$ cat config.mk
export PLATFORM = sky130hd
export DESIGN_NAME = audio_pwm_playback
export DESIGN_NICKNAME = d
export VERILOG_FILES = /design/src/rtl/audio_pwm_playback_pkg.sv /design/src/rtl/sync_frame_fifo.sv /design/src/rtl/audio_pwm_playback.sv
export SDC_FILE = /design/constraint.sdc
export NUM_CORES = 2
export LEC_CHECK = 0
export BUFFER_PORTS_ARGS = -buffer_cell sky130_fd_sc_hd__buf_4
export CORE_ASPECT_RATIO = 1.75
export CORE_MARGIN = 8
export CORE_UTILIZATION = 59
export CTS_CLUSTER_DIAMETER = 200
export DETAILED_ROUTE_END_ITERATION = 6
export GPL_TIMING_DRIVEN = 0
export MAX_ROUTING_LAYER = met4
export PLACE_DENSITY_LB_ADDON = 0.12
export REMOVE_ABC_BUFFERS = 1
export SYNTH_ARGS = -nofsm -noshare
export SYNTH_HDL_FRONTEND = slang
export SYNTH_SLANG_ARGS = --single-unit
$ cat constraint.sdc
create_clock -name clk -period 18.5 [get_ports clk]
set_clock_uncertainty 0.15 [all_clocks]
set_input_delay 3.7 -clock clk [delete_from_list [all_inputs] [get_ports clk]]
set_output_delay 3.7 -clock clk [all_outputs]
set_load 0.1 [all_outputs]
$ cat src/rtl/audio_pwm_playback_pkg.sv
// Shared definitions for the audio playback engine:
// modulator modes, unity gain and default sample width.
package audio_pwm_playback_pkg;

  typedef enum logic {
    MODE_PWM = 1'b0,
    MODE_DSM = 1'b1
  } mode_e;

  localparam logic [8:0] VOL_UNITY = 9'd256;
  localparam int VOL_SHIFT = $clog2(VOL_UNITY);
  localparam int AUDIO_SAMPLE_W = 16;

endpackage

$ cat src/rtl/sync_frame_fifo.sv
// Single-clock frame FIFO with occupancy count.
// Read data is the head entry, valid whenever not empty.
module sync_frame_fifo #(
  parameter int W     = 32,
  parameter int DEPTH = 16
) (
  input  logic                       clk,
  input  logic                       rst_n,
  input  logic                       i_push,
  input  logic [W-1:0]               i_wdata,
  input  logic                       i_pop,
  output logic [W-1:0]               o_rdata,
  output logic [$clog2(DEPTH+1)-1:0] o_count,
  output logic                       o_empty
);

  localparam int AW = $clog2(DEPTH);
  localparam int CW = $clog2(DEPTH + 1);
  localparam logic [CW-1:0] FULL_CNT = CW'(DEPTH);

  logic [W-1:0]  r_mem [DEPTH];
  logic [AW-1:0] r_wr_ptr;
  logic [AW-1:0] r_rd_ptr;
  logic [CW-1:0] r_count;
  logic          w_push;
  logic          w_pop;
  logic          w_full;

  assign w_full  = (r_count == FULL_CNT);
  assign o_empty = (r_count == '0);
  assign w_push  = i_push && !w_full;
  assign w_pop   = i_pop && !o_empty;
  assign o_rdata = r_mem[r_rd_ptr];
  assign o_count = r_count;

  // storage array, no reset needed
  always_ff @(posedge clk) begin
    if (w_push) r_mem[r_wr_ptr] <= i_wdata;
  end

  // pointers and occupancy
  always_ff @(posedge clk or negedge rst_n) begin
    if (!rst_n) begin
      r_wr_ptr <= '0;
      r_rd_ptr <= '0;
      r_count  <= '0;
    end else begin
      if (w_push) r_wr_ptr <= r_wr_ptr + AW'(1);
      if (w_pop)  r_rd_ptr <= r_rd_ptr + AW'(1);
      unique case ({w_push, w_pop})
        2'b10:   r_count <= r_count + CW'(1);
        2'b01:   r_count <= r_count - CW'(1);
        default: r_count <= r_count;
      endcase
    end
  end

endmodule

$ cat src/rtl/audio_pwm_playback.sv
// Multi-channel playback: frame assembly, FIFO, sample ticks,
// volume with saturation and per-channel PWM / delta-sigma output.
module audio_pwm_playback
  import audio_pwm_playback_pkg::*;
#(
  parameter int NUM_CH          = 2,
  parameter int SAMPLE_W        = AUDIO_SAMPLE_W,
  parameter int PWM_W           = 10,
  parameter int FIFO_DEPTH      = 16,
  parameter int CLKS_PER_SAMPLE = 1024
) (
  input  logic                              clk,
  input  logic                              rst_n,
  input  logic [SAMPLE_W-1:0]               s_data,
  input  logic                              s_valid,
  input  logic                              s_last,
  output logic                              s_ready,
  input  logic                              mode,
  input  logic [8:0]                        vol,
  input  logic                              clr_status,
  output logic [NUM_CH-1:0]                 pwm_out,
  output logic                              sample_tick,
  output logic [$clog2(FIFO_DEPTH+1)-1:0]   fifo_level,
  output logic                              underrun,
  output logic                              sync_err
);

  localparam int IDX_W = (NUM_CH > 1) ? $clog2(NUM_CH) : 1;
  localparam int LVL_W = $clog2(FIFO_DEPTH + 1);
  localparam int DIV_W = $clog2(CLKS_PER_SAMPLE);
  localparam int FW    = NUM_CH * SAMPLE_W;
  localparam int PW    = SAMPLE_W + 10;
  localparam int SH_W  = PW - VOL_SHIFT;
  localparam int SMAX_I = (2 ** (SAMPLE_W - 1)) - 1;

  localparam logic [IDX_W-1:0] LAST_IDX = IDX_W'(NUM_CH - 1);
  localparam logic [LVL_W-1:0] LVL_FULL = LVL_W'(FIFO_DEPTH);
  localparam logic [DIV_W-1:0] DIV_TC   = DIV_W'(CLKS_PER_SAMPLE - 1);
  localparam logic [PWM_W-1:0] CNT_MAX  = '1;
  localparam logic [PWM_W-1:0] DUTY_MID = PWM_W'(2 ** (PWM_W - 1));
  localparam logic signed [SH_W-1:0] S_MAX = SH_W'(SMAX_I);
  localparam logic signed [SH_W-1:0] S_MIN = SH_W'(-SMAX_I - 1);

  logic [NUM_CH-1:0][SAMPLE_W-1:0] r_frame;
  logic [NUM_CH-1:0][SAMPLE_W-1:0] w_push_frame;
  logic [NUM_CH-1:0][SAMPLE_W-1:0] r_active;
  logic [FW-1:0]                   w_rdata;
  logic [IDX_W-1:0]                r_idx;
  logic [LVL_W-1:0]                w_level;
  logic [DIV_W-1:0]                r_div;
  logic [PWM_W-1:0]                r_cnt;
  mode_e                           r_mode;
  logic                            r_underrun;
  logic                            r_sync_err;
  logic                            w_empty;
  logic                            w_acc;
  logic                            w_at_last;
  logic                            w_discard;
  logic                            w_push;
  logic                            w_pop;
  logic                            w_tick;
  logic                            w_wrap;

  assign s_ready     = (w_level < LVL_FULL);
  assign fifo_level  = w_level;
  assign sample_tick = w_tick;
  assign underrun    = r_underrun;
  assign sync_err    = r_sync_err;

  assign w_acc     = s_valid && s_ready;
  assign w_at_last = (r_idx == LAST_IDX);
  assign w_discard = w_acc && s_last && !w_at_last;
  assign w_push    = w_acc && w_at_last;
  assign w_tick    = (r_div == DIV_TC);
  assign w_pop     = w_tick && !w_empty;
  assign w_wrap    = (r_cnt == CNT_MAX);

  // last channel word goes straight into the FIFO write data
  always_comb begin
    w_push_frame = r_frame;
    w_push_frame[NUM_CH-1] = s_data;
  end

  sync_frame_fifo #(
    .W     (FW),
    .DEPTH (FIFO_DEPTH)
  ) u_fifo (
    .clk     (clk),
    .rst_n   (rst_n),
    .i_push  (w_push),
    .i_wdata (w_push_frame),
    .i_pop   (w_pop),
    .o_rdata (w_rdata),
    .o_count (w_level),
    .o_empty (w_empty)
  );

  // frame assembler: store word, advance or restart channel index
  always_ff @(posedge clk or negedge rst_n) begin
    if (!rst_n) begin
      r_idx   <= '0;
      r_frame <= '0;
    end else if (w_acc) begin
      r_frame[r_idx] <= s_data;
      if (w_discard || w_push) r_idx <= '0;
      else                     r_idx <= r_idx + IDX_W'(1);
    end
  end

  // sticky status; a new event beats a clear in the same cycle
  always_ff @(posedge clk or negedge rst_n) begin
    if (!rst_n) begin
      r_underrun <= 1'b0;
      r_sync_err <= 1'b0;
    end else begin
      if (w_tick && w_empty) r_underrun <= 1'b1;
      else if (clr_status)   r_underrun <= 1'b0;
      if (w_discard || (w_push && !s_last)) r_sync_err <= 1'b1;
      else if (clr_status)                  r_sync_err <= 1'b0;
    end
  end

  // sample-rate divider and frame release
  always_ff @(posedge clk or negedge rst_n) begin
    if (!rst_n) begin
      r_div    <= '0;
      r_active <= '0;
    end else begin
      r_div <= w_tick ? '0 : r_div + DIV_W'(1);
      if (w_pop) r_active <= w_rdata;
    end
  end

  // shared PWM counter; mode only changes at a period boundary
  always_ff @(posedge clk or negedge rst_n) begin
    if (!rst_n) begin
      r_cnt  <= '0;
      r_mode <= MODE_PWM;
    end else begin
      r_cnt <= r_cnt + PWM_W'(1);
      if (w_wrap) r_mode <= mode_e'(mode);
    end
  end

  for (genvar g = 0; g < NUM_CH; g++) begin : g_ch
    logic signed [PW-1:0]   w_a;
    logic signed [PW-1:0]   w_b;
    logic signed [PW-1:0]   w_prod;
    logic signed [SH_W-1:0] w_shift;
    logic [SAMPLE_W-1:0]    w_sat;
    logic [SAMPLE_W-1:0]    w_u;
    logic [PWM_W-1:0]       w_duty;
    logic [PWM_W-1:0]       r_duty;
    logic [SAMPLE_W:0]      r_acc;
    logic                   r_out;

    assign w_a     = PW'(signed'(r_active[g]));
    assign w_b     = PW'({1'b0, vol});
    assign w_prod  = w_a * w_b;
    assign w_shift = signed'(w_prod[PW-1:VOL_SHIFT]);

    // clamp scaled sample into the signed sample range
    always_comb begin
      w_sat = w_shift[SAMPLE_W-1:0];
      if (w_shift > S_MAX)
        w_sat = {1'b0, {(SAMPLE_W-1){1'b1}}};
      else if (w_shift < S_MIN)
        w_sat = {1'b1, {(SAMPLE_W-1){1'b0}}};
    end

    assign w_u    = {~w_sat[SAMPLE_W-1], w_sat[SAMPLE_W-2:0]};
    assign w_duty = w_u[SAMPLE_W-1 -: PWM_W];

    // duty latch, delta-sigma accumulator and output bit
    always_ff @(posedge clk or negedge rst_n) begin
      if (!rst_n) begin
        r_duty <= DUTY_MID;
        r_acc  <= '0;
        r_out  <= 1'b0;
      end else begin
        if (w_wrap) r_duty <= w_duty;
        r_acc <= {1'b0, r_acc[SAMPLE_W-1:0]} + {1'b0, w_u};
        r_out <= (r_mode == MODE_DSM) ? r_acc[SAMPLE_W]
                                      : (r_cnt < r_duty);
      end
    end

    assign pwm_out[g] = r_out;
  end

endmodule

# Yosys cells after proc, flatten, opt, wreduce, memory -nomap -nowiden

Memories as Yosys holds them, arrays and structs flattened. A register that Yosys moved wholly into a read port is not among the register bits.
Cells that the tools add are included.

Register bits after elaboration: 125
Bits in latches: 0
RAM bits: 512
Memory bits (read-only): 0
Output and inout bits: 11
Memories kept: 1

Memories:

| name         | words | bits a word | rd ports | clocked after memory_dff | wr ports | RTL line              | RTL |
|---|---|---|---|---|---|---|---|
| u_fifo.r_mem | 16    | 32          | 1        | 1                        | 1        | sync_frame_fifo.sv:21 | `logic [W-1:0] r_mem [DEPTH];` |

Add/subtract/negate cells: 9
$mul: 2
Div/mod/pow operators: 0
Order comparisons: 9
Equality and inequality tests: 5
Shift-type cells: 0
Muxes and demuxes: 17
Bitwise logic cells: 2
Reductions and logical operators: 21

Operator list:

| kind                                                                            | count |
|---|---|
| 16-bit 2-to-1 mux                                                               | 5 |
| 16-bit by 10-bit multiplier with 26-bit output                                  | 2 |
| 18-bit by 16-bit > comparator with 1-bit output (second input constant)         | 2 |
| 18-bit by 16-bit less-than comparator with 1-bit output (second input constant) | 2 |
| 16-bit by 16-bit adder with 17-bit output                                       | 2 |
| 32-bit bitwise mux                                                              | 1 |
| 10-bit by 1-bit adder with 10-bit output (second input constant)                | 2 |
| 10-bit equality test (second input constant)                                    | 2 |
| 10-bit less-than comparator                                                     | 2 |
| 16-bit demux with 1-bit select                                                  | 1 |
| 1-bit logical AND                                                               | 10 |
| 10-bit 2-to-1 mux                                                               | 1 |
| 5-bit one-hot mux with 2 select lines                                           | 1 |
| 4-bit by 1-bit adder with 4-bit output (second input constant)                  | 2 |
| 1-bit 2-to-1 mux                                                                | 8 |
| 2-bit nonzero test                                                              | 3 |
| 5-bit by 1-bit adder with 5-bit output (second input constant)                  | 1 |
| 5-bit equality test (second input constant)                                     | 1 |
| 1-bit logical NOT                                                               | 5 |
| 5-bit logical NOT                                                               | 1 |
| 5-bit less-than comparator (second input constant)                              | 1 |
| 5-bit by 1-bit subtractor with 5-bit output (second input constant)             | 1 |
| 2-bit by 1-bit equality test with 1-bit output (second input constant)          | 1 |
| 2-bit equality test (second input constant)                                     | 1 |
| 5 further kinds                                                                 | 7 |

# Logic depth before layout (Yosys ltp)

Depth in word-level cells: 6
Mapped depth: 36
Depth with buffers taken out: 35

# By module

A second synthesis with hierarchy kept.

Cell total of the unflattened synthesis: 2822
Area total of the unflattened synthesis: 37377.1 µm²

By module, submodules not included:

| module             | times used | cells an instance | area an instance (µm²) | sequential area each (µm²) |
|---|---|---|---|---|
| sync_frame_fifo    | 1          | 1011              | 20403.3                | 15700.1 |
| audio_pwm_playback | 1          | 1811              | 16973.8                | 3205.6 |

# Worst setup path after synthesis

No wires, ideal clock.

Path kind: input to register
Start point: input port vol[1]
End point: register g_ch[0].r_acc[16]
Arrival: 10938 ps
Required time: 18222 ps
Slack: 7285 ps
Cell stages on the path: 34
Path buffers: 2
Path through: clkbuf_1 -> nand2_1 -> fa_1 -> fa_1 -> inv_1 -> fa_1 -> fa_1 -> inv_1 -> fa_1 -> inv_1 -> ha_1 -> a21o_1 -> a21o_1 -> a21o_1 -> nand3_1 -> nand2_1 -> or4_4 -> o311ai_1 -> a21o_2 -> buf_2 -> a21oi_1 -> ha_1 -> inv_1 -> fa_1 -> nor2b_1 -> o21ai_0 -> a21boi_0 -> o21ai_0 -> nand2b_1 -> a21o_1 -> a41o_1 -> o41ai_1 -> o21a_1 -> o21ai_0

Word-level cells in the longest chain between the ends: 6
Elaborated cells between the ends (all ways): 7
Classes of those cells: add/sub (1); mul (1); order compare (2); mux (2); bitwise (1)

RTL lines:

| item                                                    | RTL line                  | RTL |
|---|---|---|
| from (decl)                                             | audio_pwm_playback.sv:19  | `input logic [8:0] vol,` |
| 16-bit by 10-bit multiplier with 26-bit output (*)      | audio_pwm_playback.sv:159 | `assign w_prod = w_a * w_b;` |
| 18-bit by 16-bit less-than comparator with 1-bit output | audio_pwm_playback.sv:167 | `else if (w_shift < S_MIN)` |
| 16-bit 2-to-1 mux                                       | audio_pwm_playback.sv:167 |  |
| 16-bit 2-to-1 mux (*)                                   | audio_pwm_playback.sv:165 | `if (w_shift > S_MAX)` |
| 1-bit inverter                                          | audio_pwm_playback.sv:171 | `assign w_u = {~w_sat[SAMPLE_W-1], w_sat[SAMPLE_W-2:0]};` |
| 16-bit by 16-bit adder with 17-bit output (*)           | audio_pwm_playback.sv:182 | `r_acc <= {1'b0, r_acc[SAMPLE_W-1:0]} + {1'b0, w_u};` |
| to (signal assigned)                                    | audio_pwm_playback.sv:182 |  |
| to (decl)                                               | audio_pwm_playback.sv:154 | `logic [SAMPLE_W:0] r_acc;` |

Mark *: on every way between the ends. The rest lies on a longest branch, timed or not.
A chain may end at the register's enable or synchronous reset.

# Final worst setup path

Start point: input port vol[1]
End point: register g_ch[0].r_acc[16]

Word-level cells in the longest chain between the ends: 6
Elaborated cells between the ends (all ways): 7
Classes of those cells: add/sub (1); mul (1); order compare (2); mux (2); bitwise (1)

RTL lines:

| item                                                    | RTL line                  | RTL |
|---|---|---|
| 16-bit by 10-bit multiplier with 26-bit output (*)      | audio_pwm_playback.sv:159 |  |
| 18-bit by 16-bit less-than comparator with 1-bit output | audio_pwm_playback.sv:167 |  |
| 16-bit 2-to-1 mux                                       | audio_pwm_playback.sv:167 |  |
| 16-bit 2-to-1 mux (*)                                   | audio_pwm_playback.sv:165 |  |
| 1-bit inverter (*)                                      | audio_pwm_playback.sv:171 |  |
| named net g_ch[0].w_duty[9]                             | audio_pwm_playback.sv:152 | `logic [PWM_W-1:0] w_duty;` |
| 16-bit by 16-bit adder with 17-bit output (*)           | audio_pwm_playback.sv:182 |  |

The timed path passes the listed nets; every way through them passes the cells marked *.

==> impl_metrics.yaml <==
run_status:
  run_status: "completed"
placement:
  numPortBuffers: 41
  post_dp_cell_area_um2: 38500
  dp_hpwl_um: 51500
  finalWeightedCongestion: 0.856
worst_setup_path:
  worst_ep_required_time_ps: 18870
  path_max_fanout: 32
  worstSetupEndpointType: "flop"
  critical-path-max-stage-delay_ps: 720
  startpoint_type: "input pin"
  worst_path_arrival_ps: 12230
  timing.critical_path.slowest_stage_cell: "xnor2_1"
  most_numerous_cell_on_the_critical_path: "fa_1"
  worst-setup-path-type: "input pin to flop"
cells_and_area:
  fin_nets: 3059
  final_layout_size_suffix_gt1_share_pct: 15.8
  utilization_pct: 64.9
  design_area_um2: 40300
  layout-area-overhead-vs-synth_pct: 9.12
  n_antenna_cell: 0
logic_synthesis:
  most_frequent_cell_after_synthesis: "edfxtp_1"
  register_bit_total_from_synthesis: 653
  synth_enable_flop_cells: 512
  synth_area_leaders: "edfxtp_1, fa_1, mux4_2"
  synth.yosys.seq_area_share_pct: 51.2
  synth-async-reset-ratio_pct: 21.6
  synth.lib_cells_used.distinct: 71
  synth_top_area_share_pct: 41.6
  synth_common_cells: "edfxtp_1, inv_1, fa_1"
  mean_post_synth_cell_area_um2: 14.2
  yosys_warnings: 0
  synth.largest_area_cell: "edfxtp_1"
  synth.cell_area_um2: 36900
  postSynth.topFlopCell: "edfxtp_1"
  post_synth_inst_count: 2594
sta:
  min_cycle_time_layout_ps: 11860
  final-setup-viol-count: 0
  max_clock_freq_mhz: 84.3
  setup_tns_ps: 0
  timing_max_transition_violations_final: 0
  hold-worst-slack_ps: 329
  hold_violations: 0
  slew_headroom_pct: 18.1
  tightest_slew_ps: 1230
  rsz0062_at_grt: "no"
  min_period_over_period_pct: 64.1
clock_network:
  clk_pin_slew_ps: 70
  total_clock_buffers_created_by_cts: 56
  post_cts_resized: 0
  cts_max_path_buffers: 3
  clock_latency_ps: 650
  holdBufCountCts: 0
  clk_root_buffer_cell: "clkbuf_16"
  cts_tree: "built"
  clock-sinks: 653
  cts_setup_buffers: 0
  htreeDepth: 2
job:
  maxCapViolCount: 0
route:
  viasPerCell: 5.87
  first_pass_iters: 4
  detail-route-antenna-nets: 0
  route.detailed.drc: 0
  via_count: 20308
  detail_route.wirelength_um: 77100
  detail_route.wl_per_cell_um: 22.3
  dr.first_iter.drc_count: 1123
global_routing:
  grt_max_degree: 77
  antenna_found_initial: 0
  global_route_wire_length_before_repair_um: 123000
  global_route.overflow_total: 0
  vias_in_the_first_global_route: 22485
  gr-usage-all-layers_pct: 22.9
floorplanning:
  fp.coreArea_um2: 62100
  die_x_um: 205
  starting_utilization_of_the_core_area_pct: 59.5
  fp.dieH_um: 347
  row_count: 121
  io-pin-count: 42
  floorplan.die_area_um2: 71200
min_path:
  hold_path_class: "flop to flop"
power:
  p_leak_uw: 0.0177
  pwr_density_cell_nw_per_um2: 69.1
  power_uw: 2780
  ir_worst_vdd_mv: 0.0989
-- layout by cell type, fill, tap and decap left out, types with 14 or more instances in the layout --
cell	n
buf_4	40
nand3_1	27
mux4_2	160
clkbuf_16	57
and2_2	16
a21oi_1	52
nor2b_1	15
ha_1	171
dfrtp_1	135
nor3_1	14
o21ai_0	31
o21a_1	14
inv_1	360
and2_1	124
xnor2_1	66
nand2_1	218
mux2_2	57
edfxtp_1	512
xor2_1	26
fa_1	245
nor2_1	52
a21o_1	42
-- stage by stage --
stage,worst slack [ps],std cells
2_1_floorplan,7610,2487
3_3_place_gp,6060,3327
3_5_place_dp,5970,3353
4_1_cts,6630,3457
5_1_grt,5970,3457
6_report,6640,3457
-- final timing paths --
check                                 start            endpoint  slack (ps)  cells after the start
max                                  vol[1]   g_ch[0].r_acc[16]        6640                     32
min                        g_ch[1].r_acc[0]    g_ch[1].r_acc[0]         330                      1
max reg2reg                 g_ch[0].w_a[15]   g_ch[0].r_acc[16]        9540                     31
min reg2reg                g_ch[1].r_acc[0]    g_ch[1].r_acc[0]         330                      1
max in group asynchronous             rst_n  u_fifo.r_rd_ptr[0]       14360                      2
min in group asynchronous             rst_n    g_ch[1].r_acc[1]        2900                      1
-- worst max-delay path: cells and delay by family --
| family | cells | cell delay, ps |
|---|---|---|
| buffers and inverters | 4 | 480 |
| AOI/OAI and AO/OA | 12 | 2630 |
| and+or+nand+nor | 8 | 1350 |
| adders and majority gates | 7 | 3280 |
| xor gates and xnor gates | 1 | 720 |
-- state kept, by name, indices dropped and copies added (netlist names), 2 cells and up --
signal and flops:
u_fifo.r_mem 512, g_ch.r_acc 34, g_ch.w_a 32, g_ch.r_duty 20, r_frame 16, r_cnt 10, r_div 10, u_fifo.o_count 5
u_fifo.r_rd_ptr 4, u_fifo.r_wr_ptr 4, g_ch.r_out 2
-- layout make-up --
cell class / instances / area, µm²
clock buffers: 71 / 1540
inverters: 360 / 1350
well taps: 799 / 1000
multi-input cells: 1474 / 16300
clock inverters: 33 / 309
repair buffers: 67 / 905
fillers: 4505 / 21800
flip-flops and latches: 653 / 18900
-- routing by layer --
layer | up-vias | share of wire (%) | global-route usage, %
li1 | 9067 | - | -
met1 | 10643 | 37 | 25.5
met2 | 451 | 56 | 42.3
met3 | 147 | 3.5 | 2.28
met4 | 0 | 3.2 | 7.64
met5 | - | 0 | -
-- power by group --
group	switching (µW)	internal [µW]
logic	25.5	5.61
clock network	544	636
registers	0	1570
-- cell families after synthesis --
family / after synthesis / synth area share (%)
flops: 653 / 51.2
compound gates: 212 / 3.92
xor+xnor: 92 / 2.18
mux: 224 / 11.7
simple gates: 530 / 7.12
buf+inv: 467 / 4.80
fa+ha+maj: 416 / 19.1
Power figures use the tool's default switching activity.
